<file path="config.mk">
export PLATFORM = sky130hd
export DESIGN_NAME = decode_operand_stage
export DESIGN_NICKNAME = d
export VERILOG_FILES = /design/src/rtl/rv_pkg.sv /design/src/rtl/regfile.sv /design/src/rtl/decode_operand_stage.sv
export SDC_FILE = /design/constraint.sdc
export NUM_CORES = 2
export LEC_CHECK = 0
export ABC_CLOCK_PERIOD_IN_PS = 6050
export CAP_MARGIN = 20
export CELL_PAD_IN_SITES_DETAIL_PLACEMENT = 1
export CELL_PAD_IN_SITES_GLOBAL_PLACEMENT = 1
export CORE_AREA = 2 2 418 420
export DETAILED_ROUTE_END_ITERATION = 8
export DIE_AREA = 0 0 420 422
export HOLD_SLACK_MARGIN = 0.06
export PLACE_DENSITY = 0.61
export SLEW_MARGIN = 20
export SYNTH_ARGS = -nofsm -noshare
export SYNTH_HDL_FRONTEND = slang
export SYNTH_SLANG_ARGS = --single-unit
export TNS_END_PERCENT = 100
</file>
<file path="constraint.sdc">
create_clock -name clk -period 6.05 [get_ports clk]
set_clock_uncertainty 0.15 [all_clocks]
set_input_delay 0.9075 -clock clk [delete_from_list [all_inputs] [get_ports clk]]
set_output_delay 0.9075 -clock clk [all_outputs]
set_load 0.005 [all_outputs]
</file>
<file path="src/rtl/rv_pkg.sv">
// Shared encodings, widths and the decoded-op payload for the decode/operand stage.
package rv_pkg;

    localparam int unsigned XLEN = 32;
    localparam int unsigned NREG = 32;
    localparam int unsigned RAW  = 5;

    localparam logic [6:0] OPC_OP     = 7'b0110011;
    localparam logic [6:0] OPC_OP_IMM = 7'b0010011;

    localparam logic [6:0] F7_BASE   = 7'h00;
    localparam logic [6:0] F7_ALT    = 7'h20;
    localparam logic [6:0] F7_MULDIV = 7'h01;

    typedef struct packed {
        logic [2:0]      funct3;
        logic [6:0]      funct7;
        logic [XLEN-1:0] rs1;
        logic [XLEN-1:0] rs2;
        logic [RAW-1:0]  rd;
        logic            illegal;
    } dec_op_t;

endpackage

</file>
<file path="src/rtl/regfile.sv">
// Architectural register file: two bypassed combinational reads, one write port.
module regfile
    import rv_pkg::*;
(
    input  logic            clk,
    input  logic            rst,
    input  logic [RAW-1:0]  raddr1,
    output logic [XLEN-1:0] rdata1,
    input  logic [RAW-1:0]  raddr2,
    output logic [XLEN-1:0] rdata2,
    input  logic            wen,
    input  logic [RAW-1:0]  waddr,
    input  logic [XLEN-1:0] wdata
);

    logic [XLEN-1:0] regs [NREG];

    always_ff @(posedge clk) begin
        if (rst) begin
            for (int unsigned i = 0; i < NREG; i++) begin
                regs[i] <= '0;
            end
        end else if (wen && (waddr != '0)) begin
            regs[waddr] <= wdata;
        end
    end

    // x0 reads as zero; a same-cycle writeback is forwarded ahead of the array.
    always_comb begin
        rdata1 = regs[raddr1];
        rdata2 = regs[raddr2];
        if (wen && (waddr == raddr1)) rdata1 = wdata;
        if (wen && (waddr == raddr2)) rdata2 = wdata;
        if (raddr1 == '0) rdata1 = '0;
        if (raddr2 == '0) rdata2 = '0;
    end

endmodule

</file>
<file path="src/rtl/decode_operand_stage.sv">
// Decodes R-type / OP-IMM instructions, fetches operands with RAW interlock, and
// holds one decoded op in a valid/ready output register for the ALU.
module decode_operand_stage
    import rv_pkg::*;
(
    input  logic            clk,
    input  logic            rst,
    input  logic            in_valid,
    output logic            in_ready,
    input  logic [31:0]     in_instr,
    input  logic            flush,
    input  logic            wb_en,
    input  logic [RAW-1:0]  wb_addr,
    input  logic [XLEN-1:0] wb_data,
    output logic            out_valid,
    input  logic            out_ready,
    output logic [2:0]      out_funct3,
    output logic [6:0]      out_funct7,
    output logic [XLEN-1:0] out_rs1,
    output logic [XLEN-1:0] out_rs2,
    output logic [RAW-1:0]  out_rd_addr,
    output logic            out_illegal
);

    logic [6:0]      opcode;
    logic [6:0]      f7;
    logic [2:0]      f3;
    logic [RAW-1:0]  rd_a;
    logic [RAW-1:0]  rs1_a;
    logic [RAW-1:0]  rs2_a;
    logic [XLEN-1:0] rdata1;
    logic [XLEN-1:0] rdata2;

    dec_op_t         dec;
    dec_op_t         held;
    logic            held_valid;
    logic            legal;
    logic [6:0]      f7_out;
    logic [XLEN-1:0] op_b;
    logic            use_rs1;
    logic            use_rs2;
    logic            busy1;
    logic            busy2;
    logic            accept;
    logic            fire;
    logic [NREG-1:0] sb;
    logic [NREG-1:0] sb_next;

    assign opcode = in_instr[6:0];
    assign rd_a   = in_instr[11:7];
    assign f3     = in_instr[14:12];
    assign rs1_a  = in_instr[19:15];
    assign rs2_a  = in_instr[24:20];
    assign f7     = in_instr[31:25];

    regfile u_regfile (
        .clk    (clk),
        .rst    (rst),
        .raddr1 (rs1_a),
        .rdata1 (rdata1),
        .raddr2 (rs2_a),
        .rdata2 (rdata2),
        .wen    (wb_en),
        .waddr  (wb_addr),
        .wdata  (wb_data)
    );

    // Decode; illegal encodings carry no fields and consume no sources.
    always_comb begin
        legal   = 1'b0;
        f7_out  = F7_BASE;
        op_b    = rdata2;
        use_rs1 = 1'b0;
        use_rs2 = 1'b0;
        dec     = '0;
        case (opcode)
            OPC_OP: begin
                legal   = (f7 == F7_BASE) || (f7 == F7_MULDIV) ||
                          ((f7 == F7_ALT) && ((f3 == 3'd0) || (f3 == 3'd5)));
                f7_out  = f7;
                use_rs1 = 1'b1;
                use_rs2 = 1'b1;
            end
            OPC_OP_IMM: begin
                use_rs1 = 1'b1;
                case (f3)
                    3'd1: begin
                        legal = (f7 == F7_BASE);
                        op_b  = XLEN'(rs2_a);
                    end
                    3'd5: begin
                        legal  = (f7 == F7_BASE) || (f7 == F7_ALT);
                        f7_out = f7;
                        op_b   = XLEN'(rs2_a);
                    end
                    default: begin
                        legal = 1'b1;
                        op_b  = {{(XLEN-12){in_instr[31]}}, in_instr[31:20]};
                    end
                endcase
            end
            default: legal = 1'b0;
        endcase
        if (legal) begin
            dec.funct3 = f3;
            dec.funct7 = f7_out;
            dec.rs1    = rdata1;
            dec.rs2    = op_b;
            dec.rd     = rd_a;
        end else begin
            dec.illegal = 1'b1;
            use_rs1     = 1'b0;
            use_rs2     = 1'b0;
        end
    end

    // A writeback landing this cycle releases its pending bit via the bypass.
    assign busy1 = use_rs1 && (rs1_a != '0) &&
                   ((sb[rs1_a] && !(wb_en && (wb_addr == rs1_a))) ||
                    (held_valid && (held.rd == rs1_a)));
    assign busy2 = use_rs2 && (rs2_a != '0) &&
                   ((sb[rs2_a] && !(wb_en && (wb_addr == rs2_a))) ||
                    (held_valid && (held.rd == rs2_a)));

    assign in_ready = (!held_valid || out_ready) && !busy1 && !busy2 && !flush;
    assign accept   = in_valid && in_ready;
    assign fire     = held_valid && out_ready && !flush && !held.illegal && (held.rd != '0);

    always_comb begin
        sb_next = sb;
        if (wb_en) sb_next[wb_addr] = 1'b0;
        if (fire)  sb_next[held.rd] = 1'b1;
    end

    always_ff @(posedge clk) begin
        if (rst) begin
            held_valid <= 1'b0;
            held       <= '0;
            sb         <= '0;
        end else begin
            sb <= sb_next;
            if (flush) begin
                held_valid <= 1'b0;
            end else if (accept) begin
                held_valid <= 1'b1;
                held       <= dec;
            end else if (out_ready) begin
                held_valid <= 1'b0;
            end
        end
    end

    assign out_valid   = held_valid;
    assign out_funct3  = held.funct3;
    assign out_funct7  = held.funct7;
    assign out_rs1     = held.rs1;
    assign out_rs2     = held.rs2;
    assign out_rd_addr = held.rd;
    assign out_illegal = held.illegal;

endmodule

</file>
# == Word-level counts from Yosys, hierarchy flattened ==
# Memory sizes are Yosys's and may differ from the RTL's.
# Index checks and enable logic that the tools add are counted.
# totals
ram_bits,1024
ff_bits,113
n_memories,1
elab_cells,115
# classes
n_reduce_logical,50
bitwise_logic,4
n_eq_ne,10
n_lt_le_gt_ge,6
muxes,36
# memory_table
name,words,width,rd,rd_ports_with_merged_regs,write_ports,line,source
u_regfile.regs,32,32,2,0,32,regfile.sv:16,logic [XLEN-1:0] regs [NREG];
# op_table
operator,n
two-way mux 32 bit,9
two-way mux 79 bit,1
AND 32 bit,1
inverter 32 bit,1
bitwise OR 32 bit,1
OR reduction 32 bit,1
"< comparator 5 x 6 -> 1 bit, second input constant",4
logical AND 1 bit,22
== test 5 bit,4
nonzero test 5 bit,4
two-way mux 1 bit,17
"== test 7 x 6 -> 1 bit, second input constant",2
case mux 7 bit (2 select lines),1
binary-select mux 1 bit (select 5 bit),2
demux 1 bit (select 5 bit),2
">= comparator 5 x 1 -> 1 bit, second input constant",2
zero test 5 bit,2
"== test 7 x 1 -> 1 bit, second input constant",1
"== test 7 x 5 -> 1 bit, second input constant",1
zero test 1 bit,7
zero test 7 bit,1
logical OR 1 bit,7
two-way mux 7 bit,1
OR reduction 2 bit,3
8 further kinds,9

# == Longest topological paths before layout ==
# depth
depth_word,14
depth_mapped,12

# == Hierarchy ==
# A second synthesis with hierarchy kept.
# hier_totals
cells_unflattened,4399
area_unflattened_um2,61011.0
# modules_own_cells
module,seq_area_each_um2,cells_each,area_per_inst_um2,n_inst
regfile,30749.5,3740,54722.5,1
decode_operand_stage,2262.2,659,6288.5,1

# == Worst setup path before layout ==
# OpenSTA, ideal clock, no wires.
# synth_timing
path_type,input to register
startpoint,input wb_addr[2]
endpoint,"memory u_regfile.regs[4][0], enable pin"
path_buffers,2
path_stages,4
setup_ns,0.428
path_slack_ns,2.116
t_arrival_ns,3.356
path_cell_list,clkbuf_1 or3b_2 clkbuf_1 o21bai_1
# synth_lines
item,line,source
from (decl),decode_operand_stage.sv:13,"input logic [RAW-1:0] wb_addr,"
to (decl),regfile.sv:16,

# == Worst setup path in the final report ==
# layout_timing
startpoint,input in_instr[31]
endpoint,output in_ready
# layout_between
elab_chain_len,11
# layout_rtl
item,line,source
from (decl),decode_operand_stage.sv:10,"input logic [31:0] in_instr,"
"== test 7 x 6 -> 1 bit, or another cell as far along","decode_operand_stage.sv:79, decode_operand_stage.sv:92",
"logical OR 1 bit, or another cell as far along",decode_operand_stage.sv:92,legal = (f7 == F7_BASE) || (f7 == F7_ALT);
case mux 1 bit (2 select lines) or logical OR 1 bit (tied branches),"decode_operand_stage.sv:86, decode_operand_stage.sv:78",
case mux 1 bit (2 select lines) (*),decode_operand_stage.sv:76,case (opcode)
two-way mux 1 bit,decode_operand_stage.sv:104,if (legal) begin
logical AND 1 bit (2 in a row),decode_operand_stage.sv:118,assign busy1 = use_rs1 && (rs1_a != '0) &&
zero test 1 bit,decode_operand_stage.sv:125,assign in_ready = (!held_valid || out_ready) && !busy1 && !busy2 && !flush;
logical AND 1 bit,decode_operand_stage.sv:125,
logical AND 1 bit (*) (2 in a row),decode_operand_stage.sv:125,
to (decl),decode_operand_stage.sv:9,"output logic in_ready,"
# Every way passes the cells marked *; elsewhere a longest branch is shown, timed or not.

==> results.yml <==
outcome:
  status: "completed"
synth:
  ys_seq_area_share_pct: 54.8
  ys_types: 70
  synth_enable_flop_cells: 1024
  synth_warnings: 0
  synth_area_sq_mm: 0.0602
  avgSynthCellArea_sq_um: 14.0
  synth-seq-cells: 1137
  synth_async_sr_flop_share_pct: 0
  synthCells: 4295
  synth_ff_type: "edfxtp_1"
placed_design:
  io_buffer_count: 156
  gp_congestion: 0.841
  hpwl_um: 142000
pwr:
  p_sw_mw: 5.02
  leakage_nw: 23.4
  power.share.clock_pct: 41.5
  switching_share_pct: 25.8
  combPwrFrac_pct: 11.4
  vdd_drop_max_uv: 224
  pwr-share-seq_pct: 47.0
  power_density_mw_per_mm2: 281
  intPower_mw: 14.4
  power_mw: 19.4
critical_path:
  path_cells: "clkdlybuf4s50_1 -> or4_1 -> or2_1 -> o21a_1 -> or2_1 -> o21ai_2 -> a21oi_4 -> clkdlybuf4s50_1"
  cp_data_arrival_time_ns: 4.00
  crit_fanout: 10
  cp_slowest_cell: "or4_1"
  endpoint_kind: "output port"
  timing.critical_path.buf_inv: 2
  cp_top_family: "simple AND/OR/NAND/NOR gates"
  slowest_delay_ns: 0.83
  crit_type: "input pin to output port"
  cp.required_ns: 4.99
  start_kind: "input pin"
die:
  io_pins: 157
  rows: 153
  die_area_sq_mm: 0.177
  start_util_pct: 34.8
  die_x_um: 420
  core-area_sq_mm: 0.173
  die_h_um: 422
detailed_routing:
  wl_per_cell_um: 34.1
  ant_nets: 0
  drc: 0
  firstDrtPassIters: 5
  vias: 40110
  via_per_inst: 5.90
  first_iter_violations: 4549
  drt_wl_total_um: 232000
clock_network:
  cts_buffer_depth: 3
  ctsHoldBuffers: 0
  path_clk_slew_ns: 0.06
  cts-resized-gates: 0
  cts.sinks: 1137
  htreeDepth: 4
  cts_tree: "yes"
  cts_root_buffer: "clkbuf_16"
  cts_made_buffers: 140
  worstSkewPairLatency_ns: 0.80
  post_cts_buffers: 0
sta:
  period_share_pct: 83.7
  setup_tns_ns: 0
  tightest_slew_ns: 1.11
  rsz0062_at_grt: "false"
  finalSetupViolCount: 0
  slew_violations: 0
  max_freq_ghz: 0.198
  slew_headroom_pct: 25.6
  hold_viol: 0
  worst_hold_slack_ns: 0.330
  period_minus_slack_ns: 5.06
global_route:
  busiest_layer: "met2"
  grtUsageMet1_pct: 34.7
  gr-usage-all-layers_pct: 26.1
  grt_pass1_wl_um: 325000
  grt_util_met2_pct: 42.1
  grt_max_degree: 107
  grt_overflow: 0
  met3_usage_pct: 4.28
  antenna_found_initial: 13
  grt_pass1_vias: 41287
layout:
  area_growth_pct: 14.8
  final_nets: 4441
  final_cell_mix: "1024 x edfxtp_1, 994 x and2_1, 498 x mux4_2"
  final_core_utilization_pct: 40.0
  final_common_cell: "edfxtp_1"
  drive_gt1_share_pct: 21.9
worst_hold_path:
  hold_class: "flop to flop"
run:
  maxCapViolations: 0
[routing by layer]
metal,wire (um),vias to the layer above,share of wire (%)
met5,0,-,0
met1,94400,21585,41
met4,10800,0,4.7
met2,111000,1738,48
met3,16500,366,7.1
li1,-,16421,-
[tightest hold or removal path, cell delays in order, from the launching register on]
cell      delay, ns
dfxtp_1        0.31
nand2b_1       0.07
mux2i_1        0.06
[cell families (layout without fill, tap and decap cells)]
| group | Yosys count | count (layout) | synth area share (%) |
|---|---|---|---|
| DFF | 1137 | 1137 | 54.8 |
| other | 1 | 37 | 0.00623 |
| AOI/OAI and AO/OA | 490 | 490 | 5.35 |
| muxes | 674 | 674 | 21.6 |
| xor gates and xnor gates | 21 | 21 | 0.305 |
| buffers and inverters | 450 | 598 | 3.19 |
| and+or+nand+nor | 1522 | 1522 | 14.8 |
[Yosys cell counts, types with 19 or more instances]
library cell,n,area share [%]
edfxtp_1,1024,51
and2_1,995,10
mux4_2,498,19
clkbuf_1,338,2.1
nand2_1,181,1.1
mux2i_1,167,2.8
a22oi_1,158,2.0
a21oi_1,135,1.1
dfxtp_1,113,3.8
nor2_1,94,0.59
nand2b_1,93,0.97
o21ai_0,74,0.61
buf_2,49,0.41
nand3_1,40,0.33
or2_2,28,0.29
nor2b_1,25,0.26
o221ai_1,24,0.35
buf_1,23,0.14
buf_4,22,0.27
o22ai_1,19,0.20
[registers in the layout, indices dropped and copies added (netlist names)]
| signal | count |
|---|---|
| out_funct3 | 3 |
| out_funct7 | 7 |
| out_illegal | 1 |
| out_rd_addr | 5 |
| out_rs1 | 32 |
| out_rs2 | 32 |
| out_valid | 1 |
| sb | 32 |
| u_regfile.regs | 1024 |
[stage by stage]
| step | std cells | setup slack, ns | area (sq um) |
|---|---|---|---|
| 5_1_grt | 6800 | 0.837 | 69100 |
| 3_3_place_gp | 6548 | 0.967 | 64800 |
| 3_5_place_dp | 6549 | 0.949 | 64800 |
| 4_1_cts | 6799 | 0.946 | 69100 |
| 6_report | 6804 | 0.988 | 69100 |
| 2_1_floorplan | 4326 | 2.12 | 60300 |
[cell type report]
| class | count | area [sq um] |
|---|---|---|
| clock inverter | 55 | 458 |
| tap | 2325 | 2910 |
| timing repair buffer | 341 | 3170 |
| clock buffer | 195 | 3810 |
| antenna | 5 | 12.5 |
| sequential | 1137 | 33000 |
| inverter | 7 | 28.8 |
| fill | 17464 | 104000 |
| multi-input combinational | 2739 | 25700 |
[power groups by stage]
stage               Clock (mW)  Sequential, mW  Combinational [mW]
finish                    8.08            9.15                2.22
global route              8.49            9.19                2.31
CTS                       8.19            9.14                2.22
detailed placement           0            9.30                2.21
global placement             0            9.26                2.20
floorplan                    0            9.21                1.34
[final timing paths]
check / from / end / slack (ns) / depth (start not counted)
worst max-delay path: in_instr[31] / in_ready / 0.99 / 8
worst min-delay path: out_rs1[24] / out_rs1[24] / 0.33 / 2
worst max register to register: out_rd_addr[3] / out_rs1[4] / 2.84 / 9
worst min register to register: out_rs1[24] / out_rs1[24] / 0.33 / 2
Note: power is estimated with default switching activity, not from simulation.
